==> config.mk <==
export PLATFORM = sky130hd
export DESIGN_NAME = dram_req_dispatch
export DESIGN_NICKNAME = d
export VERILOG_FILES = /design/src/rtl/dram_req_dispatch.sv
export SDC_FILE = /design/constraint.sdc
export NUM_CORES = 1
export LEC_CHECK = 0
export CAP_MARGIN = 0
export CORE_MARGIN = 2
export CORE_UTILIZATION = 30
export DETAILED_ROUTE_END_ITERATION = 8
export GPL_ROUTABILITY_DRIVEN = 0
export PLACE_DENSITY_LB_ADDON = 0.15
export REMOVE_ABC_BUFFERS = 1
export SYNTH_ARGS = -nofsm -noshare
export SYNTH_HDL_FRONTEND = slang
export SYNTH_SLANG_ARGS = --single-unit
==> constraint.sdc <==
create_clock -name clk -period 3.22 [get_ports clk]
set_clock_uncertainty 0.15 [all_clocks]
set_input_delay 0.644 -clock clk [delete_from_list [all_inputs] [get_ports clk]]
set_output_delay 0.644 -clock clk [all_outputs]
set_load 0.05 [all_outputs]
==> src/rtl/dram_req_dispatch.sv <==
// dram_req_dispatch: front end for the DRAM controller. One L2 request
// stream is queued in an in-order FIFO, the bank field of the head entry is
// decoded, and the request is parked in that bank's slot until the controller
// pulses bank_done. Read completions come back as one-cycle rsp pulses.
// Optional build macro DRAM_REQ_BYPASS_EN: when the FIFO is empty and the
// target slot is free, an accepted request loads its slot directly.
//
// Handshake: a request transfers on a rising edge where req_valid && req_ready.
// req_ready depends on registered FIFO occupancy only, never on req_valid.
module dram_req_dispatch #(
   parameter int NUMBER_OF_BANKS = 8,
   parameter int NUMBER_OF_ROWS  = 128,
   parameter int NUMBER_OF_COLS  = 8,
   parameter int L2_REQ_WIDTH    = 13,
   parameter int DATA_WIDTH      = 1,
   parameter int FIFO_DEPTH      = 4
) (
   input  logic                                  clk,
   input  logic                                  rst,
   input  logic                                  req_valid,
   output logic                                  req_ready,
   input  logic [L2_REQ_WIDTH-1:0]               req_addr,
   input  logic                                  req_rw,
   input  logic [DATA_WIDTH-1:0]                 req_wdata,
   output logic [NUMBER_OF_BANKS-1:0]            slot_valid,
   output logic [NUMBER_OF_BANKS*L2_REQ_WIDTH-1:0] slot_addr,
   output logic [NUMBER_OF_BANKS-1:0]            slot_rw,
   output logic [NUMBER_OF_BANKS*DATA_WIDTH-1:0] slot_wdata,
   input  logic [NUMBER_OF_BANKS-1:0]            bank_done,
   input  logic [NUMBER_OF_BANKS*DATA_WIDTH-1:0] bank_rd_data,
   output logic [NUMBER_OF_BANKS-1:0]            rsp_valid,
   output logic [NUMBER_OF_BANKS*DATA_WIDTH-1:0] rsp_data,
   output logic [$clog2(FIFO_DEPTH):0]           fifo_count
);

   localparam int BANK_W   = $clog2(NUMBER_OF_BANKS);
   localparam int ROW_W    = $clog2(NUMBER_OF_ROWS);
   localparam int COL_W    = $clog2(NUMBER_OF_COLS);
   localparam int BANK_LSB = ROW_W + COL_W;
   localparam int PTR_W    = $clog2(FIFO_DEPTH);
   localparam int CNT_W    = PTR_W + 1;
   localparam int ENT_W    = L2_REQ_WIDTH + 1 + DATA_WIDTH;

   // Entry layout: {addr, rw, wdata}
   logic [ENT_W-1:0]        fifo_mem [FIFO_DEPTH];
   logic [PTR_W-1:0]        wr_ptr;
   logic [PTR_W-1:0]        rd_ptr;
   logic [CNT_W-1:0]        count;

   logic [ENT_W-1:0]        head;
   logic [ENT_W-1:0]        req_entry;
   logic [ENT_W-1:0]        load_entry;
   logic [L2_REQ_WIDTH-1:0] head_addr;
   logic [L2_REQ_WIDTH-1:0] load_addr;
   logic [BANK_W-1:0]       head_bank;
   logic [BANK_W-1:0]       load_bank;
   logic                    fifo_empty;
   logic                    push;
   logic                    pop;
   logic                    bypass;
   logic                    fifo_wr;
   logic                    load;

   assign fifo_empty = (count == '0);
   assign req_ready  = (count != CNT_W'(FIFO_DEPTH));
   assign fifo_count = count;
   assign push       = req_valid && req_ready;

   assign head       = fifo_mem[rd_ptr];
   assign head_addr  = head[ENT_W-1 -: L2_REQ_WIDTH];
   assign head_bank  = head_addr[BANK_LSB +: BANK_W];
   // slot_valid is the cycle-start value, so a slot freed this cycle is not
   // reusable until the next edge.
   assign pop        = !fifo_empty && !slot_valid[head_bank];

   assign req_entry  = {req_addr, req_rw, req_wdata};

`ifdef DRAM_REQ_BYPASS_EN
   logic [BANK_W-1:0] in_bank;
   assign in_bank = req_addr[BANK_LSB +: BANK_W];
   // An empty FIFO implies no dispatch this cycle, so bypass never collides
   // with a pop.
   assign bypass  = push && fifo_empty && !slot_valid[in_bank];
`else
   assign bypass  = 1'b0;
`endif

   assign fifo_wr    = push && !bypass;
   assign load       = pop || bypass;
   assign load_entry = bypass ? req_entry : head;
   assign load_addr  = load_entry[ENT_W-1 -: L2_REQ_WIDTH];
   assign load_bank  = load_addr[BANK_LSB +: BANK_W];

   // FIFO storage: data only, no reset needed since count guards reads
   always_ff @(posedge clk) begin
      if (fifo_wr) begin
         fifo_mem[wr_ptr] <= req_entry;
      end
   end

   // FIFO pointers and occupancy; pointers wrap naturally (power-of-2 depth)
   always_ff @(posedge clk) begin
      if (rst) begin
         wr_ptr <= '0;
         rd_ptr <= '0;
         count  <= '0;
      end else begin
         if (fifo_wr) begin
            wr_ptr <= wr_ptr + 1'b1;
         end
         if (pop) begin
            rd_ptr <= rd_ptr + 1'b1;
         end
         count <= count + CNT_W'(fifo_wr) - CNT_W'(pop);
      end
   end

   // Per-bank slots: completion frees a slot (and answers reads), dispatch
   // loads a free one. Both cannot hit one slot in the same cycle.
   always_ff @(posedge clk) begin
      if (rst) begin
         slot_valid <= '0;
         slot_addr  <= '0;
         slot_rw    <= '0;
         slot_wdata <= '0;
         rsp_valid  <= '0;
         rsp_data   <= '0;
      end else begin
         for (int i = 0; i < NUMBER_OF_BANKS; i++) begin
            rsp_valid[i] <= 1'b0;
            if (bank_done[i] && slot_valid[i]) begin
               slot_valid[i] <= 1'b0;
               if (!slot_rw[i]) begin
                  rsp_valid[i]                        <= 1'b1;
                  rsp_data[i*DATA_WIDTH +: DATA_WIDTH] <= bank_rd_data[i*DATA_WIDTH +: DATA_WIDTH];
               end
            end
            if (load && (load_bank == BANK_W'(i))) begin
               slot_valid[i]                           <= 1'b1;
               slot_addr[i*L2_REQ_WIDTH +: L2_REQ_WIDTH] <= load_addr;
               slot_rw[i]                              <= load_entry[DATA_WIDTH];
               slot_wdata[i*DATA_WIDTH +: DATA_WIDTH]  <= load_entry[DATA_WIDTH-1:0];
            end
         end
      end
   end

endmodule

==> flow_summary.yaml <==
outcome:
  outcome: "finished, final reports clean"
setup_path:
  critPathKind: "reg -> reg"
  cp-startpoint: "fifo_mem[3][12]$_DFFE_PP_"
  reg2reg_to: "fifo_count[2]$_SDFF_PP0_"
  r2r_start: "fifo_mem[3][12]$_DFFE_PP_"
  endpoint_kind: "flop"
  reg2regPathDepth: 13
  cp-start-kind: "flop"
  cp_max_fo: 2
  max_stage_delay_ns: 0.54
  cp_slowest_cell: "mux4_2"
  worstPathRequired_ns: 3.47
  path_cells: "mux4_2 -> buf_6 -> mux2_4 -> a221oi_4 -> nand2_1 -> o21ai_2 -> ha_1 -> inv_1 -> ha_2 -> fa_2 -> xnor2_2 -> xnor2_1 -> nor2_1"
  reg2reg_slack_ns: 0.12
  worst_ep_arrival_time_ns: 3.35
routing:
  totalWireLength_mm: 22.8
  dr_total_vias: 6122
  drt_pre_antenna_iters: 4
  drt_iter0_markers: 419
  routedWlPerCell_microns: 18.1
  drc_errors: 0
  ant_nets: 0
  viasPerCell: 4.85
cells_and_area:
  final_cell_mix: "clkdlybuf4s50_1, dfxtp_1, a21oi_1"
  insertedDiodeCount: 0
  multi_input_area_sq_mm: 0.00290
  nets: 949
  final_common_cell: "clkdlybuf4s50_1"
  fillers: 2552
  area_growth_pct: 39.0
  final_util: 0.427
  ff_latch_area_sq_mm: 0.00487
  drive_gt1_frac: 0.125
timing:
  tightest_slew_ns: 0.632
  fin_ws_ns: 0.123
  slew_viol_final: 0
  timing.final.crit_period_ns: 3.10
  finalSetupViolCount: 0
  hold_ws_ns: 0.311
  post-route-period-util: 0.962
  fmax_mhz: 323
  slew-limit-headroom: 0.579
  rsz0062_at_grt: "true"
  hold_violations: 0
  tns_ns: 0
placement:
  portBuffers: 181
  pre_cts_slack_ns: -0.0618
  hpwl_mm: 14.9
clock_network:
  max-clock-path-buffers: 3
  cts.sinks: 213
  cts_root_buf: "clkbuf_16"
  cts_buffers: 25
  clk_pin_slew_worst_paths_ns: 0.06
  htreeDepth: 1
  cts_hold_buf: 0
  clock_latency_ns: 0.51
  cts_tree: "done"
floorplan:
  io_pins: 182
  row_count: 59
  die_area_sq_mm: 0.0281
  die_w_microns: 168
  start_util: 0.307
  die_h_microns: 168
  core-area_sq_mm: 0.0262
yosys:
  syn-mean-instance-area_sq_um: 11.3
  synth.distinct_cells: 38
  ys_top_cells_by_area: "dfxtp_1, edfxtp_1, a21oi_1"
  synth_top_cell_by_area: "dfxtp_1"
  ys_ff_latch: 213
  yosysSeqAreaShare: 0.605
  ys.flop_type: "dfxtp_1"
  synth_top_area_share: 0.381
  synth_cells: 713
  synth_edf_count: 60
  yosysWarningCount: 0
  syn-cell-area_sq_mm: 0.00805
  synthArstFlopShare: 0
power_and_ir_drop:
  ir_drop_uv: 400
  cellPowerDensity_mw_per_mm2: 962
  p_leak_nw: 3.86
run:
  drv_cap: 0
global_routing:
  grt_pass1_wl_mm: 35.7
  grt_usage: 0.160
  antenna_found_initial: 0
  grt_max_degree: 67
  grt_pass1_vias: 5909
  grt.overflow.total: 0
worst_hold_path:
  holdCritStartpoint: "slot_addr[24]$_SDFFE_PP0P_"
  hold-path-endpoint: "slot_addr[24]$_SDFFE_PP0P_"
  hold_depth: 1
  hp-class: "reg -> reg"
==> kinds of logic after synthesis <==
family,Yosys count,share of synthesized area
AND/OR/NAND/NOR,201,0.122
flip-flops,213,0.605
AO/OA/AOI/OAI,171,0.126
XOR/XNOR,3,0.00327
multiplexers,52,0.0930
buffers and inverters,66,0.0389
adder cells (fa/ha/maj),7,0.0118
==> synthesized netlist by cell type (2+ instances only) <==
library cell	count
mux2_4	3
buf_2	9
a2111oi_4	3
buf_1	3
inv_1	11
nand3b_1	9
nand2_1	22
nand3_1	49
and2_1	4
nor2b_1	5
nor3_1	3
nor2_1	70
nor3b_1	3
o31ai_1	12
ha_1	6
buf_6	7
mux2i_1	32
a21oi_1	89
dfxtp_1	153
a221o_1	2
nand4_1	12
edfxtp_1	60
and3_1	11
clkbuf_1	35
nand2b_1	6
xnor2_1	3
o21ai_0	61
or2_2	4
mux4_2	17
==> layer usage <==
layer,GRT usage,vias to the layer above,share of wire
met3,0.0300,26,0.053
met1,0.232,2951,0.49
met4,0.0352,0,0.017
li1,-,2962,-
met2,0.247,183,0.44
met5,0,-,0
==> worst max-delay path: cells and delay by family (launching register included) <==
kind,cells,cell delay [ns]
flops,1,0.39
fa+ha+maj,3,0.65
mux,2,0.85
buf+inv,2,0.19
xor+xnor,2,0.30
compound gates,2,0.32
simple gates,2,0.15
==> final cells by class <==
class / count / share of cell area
clock buffers: 37 / 0.0627
clock inverters: 9 / 0.00671
inverters: 11 / 0.00369
multi-input cells: 434 / 0.259
flip-flops and latches: 213 / 0.435
well taps: 335 / 0.0375
repair buffers: 223 / 0.195
==> repair_timing <==
action,4_1_cts,5_1_grt
gates resized for setup,4,4
pin swaps,1,3
endpoints found under the setup margin,1,1
buffers inserted,0,2
==> through the flow <==
stage / power (mW) / instance area (sq um) / instances
floorplan: 6.25 / 7770 / 658
CTS: 10.9 / 11200 / 1260
global route: 11.3 / 11200 / 1262
finish: 10.8 / 11200 / 1262
detailed placement: 8.15 / 10400 / 1214
global placement: 8.14 / 10400 / 1214
==> where the power goes <==
group | total, mW | internal [mW] | switching (mW) | leakage (nW)
Sequential | 3.43 | 3.19 | 0.241 | 1.79
Clock | 2.67 | 1.58 | 1.08 | 0.380
Combinational | 4.66 | 1.53 | 3.13 | 1.69
==> worst max path at each step <==
| stage | cells past startpoint | endpoint | slack (ns) |
|---|---|---|---|
| detailed placement | 13 | fifo_count[2]$_SDFF_PP0_ | -0.06 |
| global placement | 13 | fifo_count[2]$_SDFF_PP0_ | -0.02 |
| global route | 13 | fifo_count[2]$_SDFF_PP0_ | -0.03 |
| CTS | 13 | fifo_count[2]$_SDFF_PP0_ | 0.03 |
| finish | 13 | fifo_count[2]$_SDFF_PP0_ | 0.12 |
| floorplan | 12 | fifo_count[2]$_SDFF_PP0_ | -1.40 |
==> sequential cells by signal, summed over array words and instances (netlist names), named ones only <==
| register | count |
|---|---|
| fifo_count | 3 |
| fifo_mem | 60 |
| rd_ptr | 2 |
| rsp_data | 8 |
| rsp_valid | 8 |
| slot_addr | 104 |
| slot_rw | 8 |
| slot_valid | 8 |
| slot_wdata | 8 |
| wr_ptr | 2 |
Power figures use the tool's default switching activity.
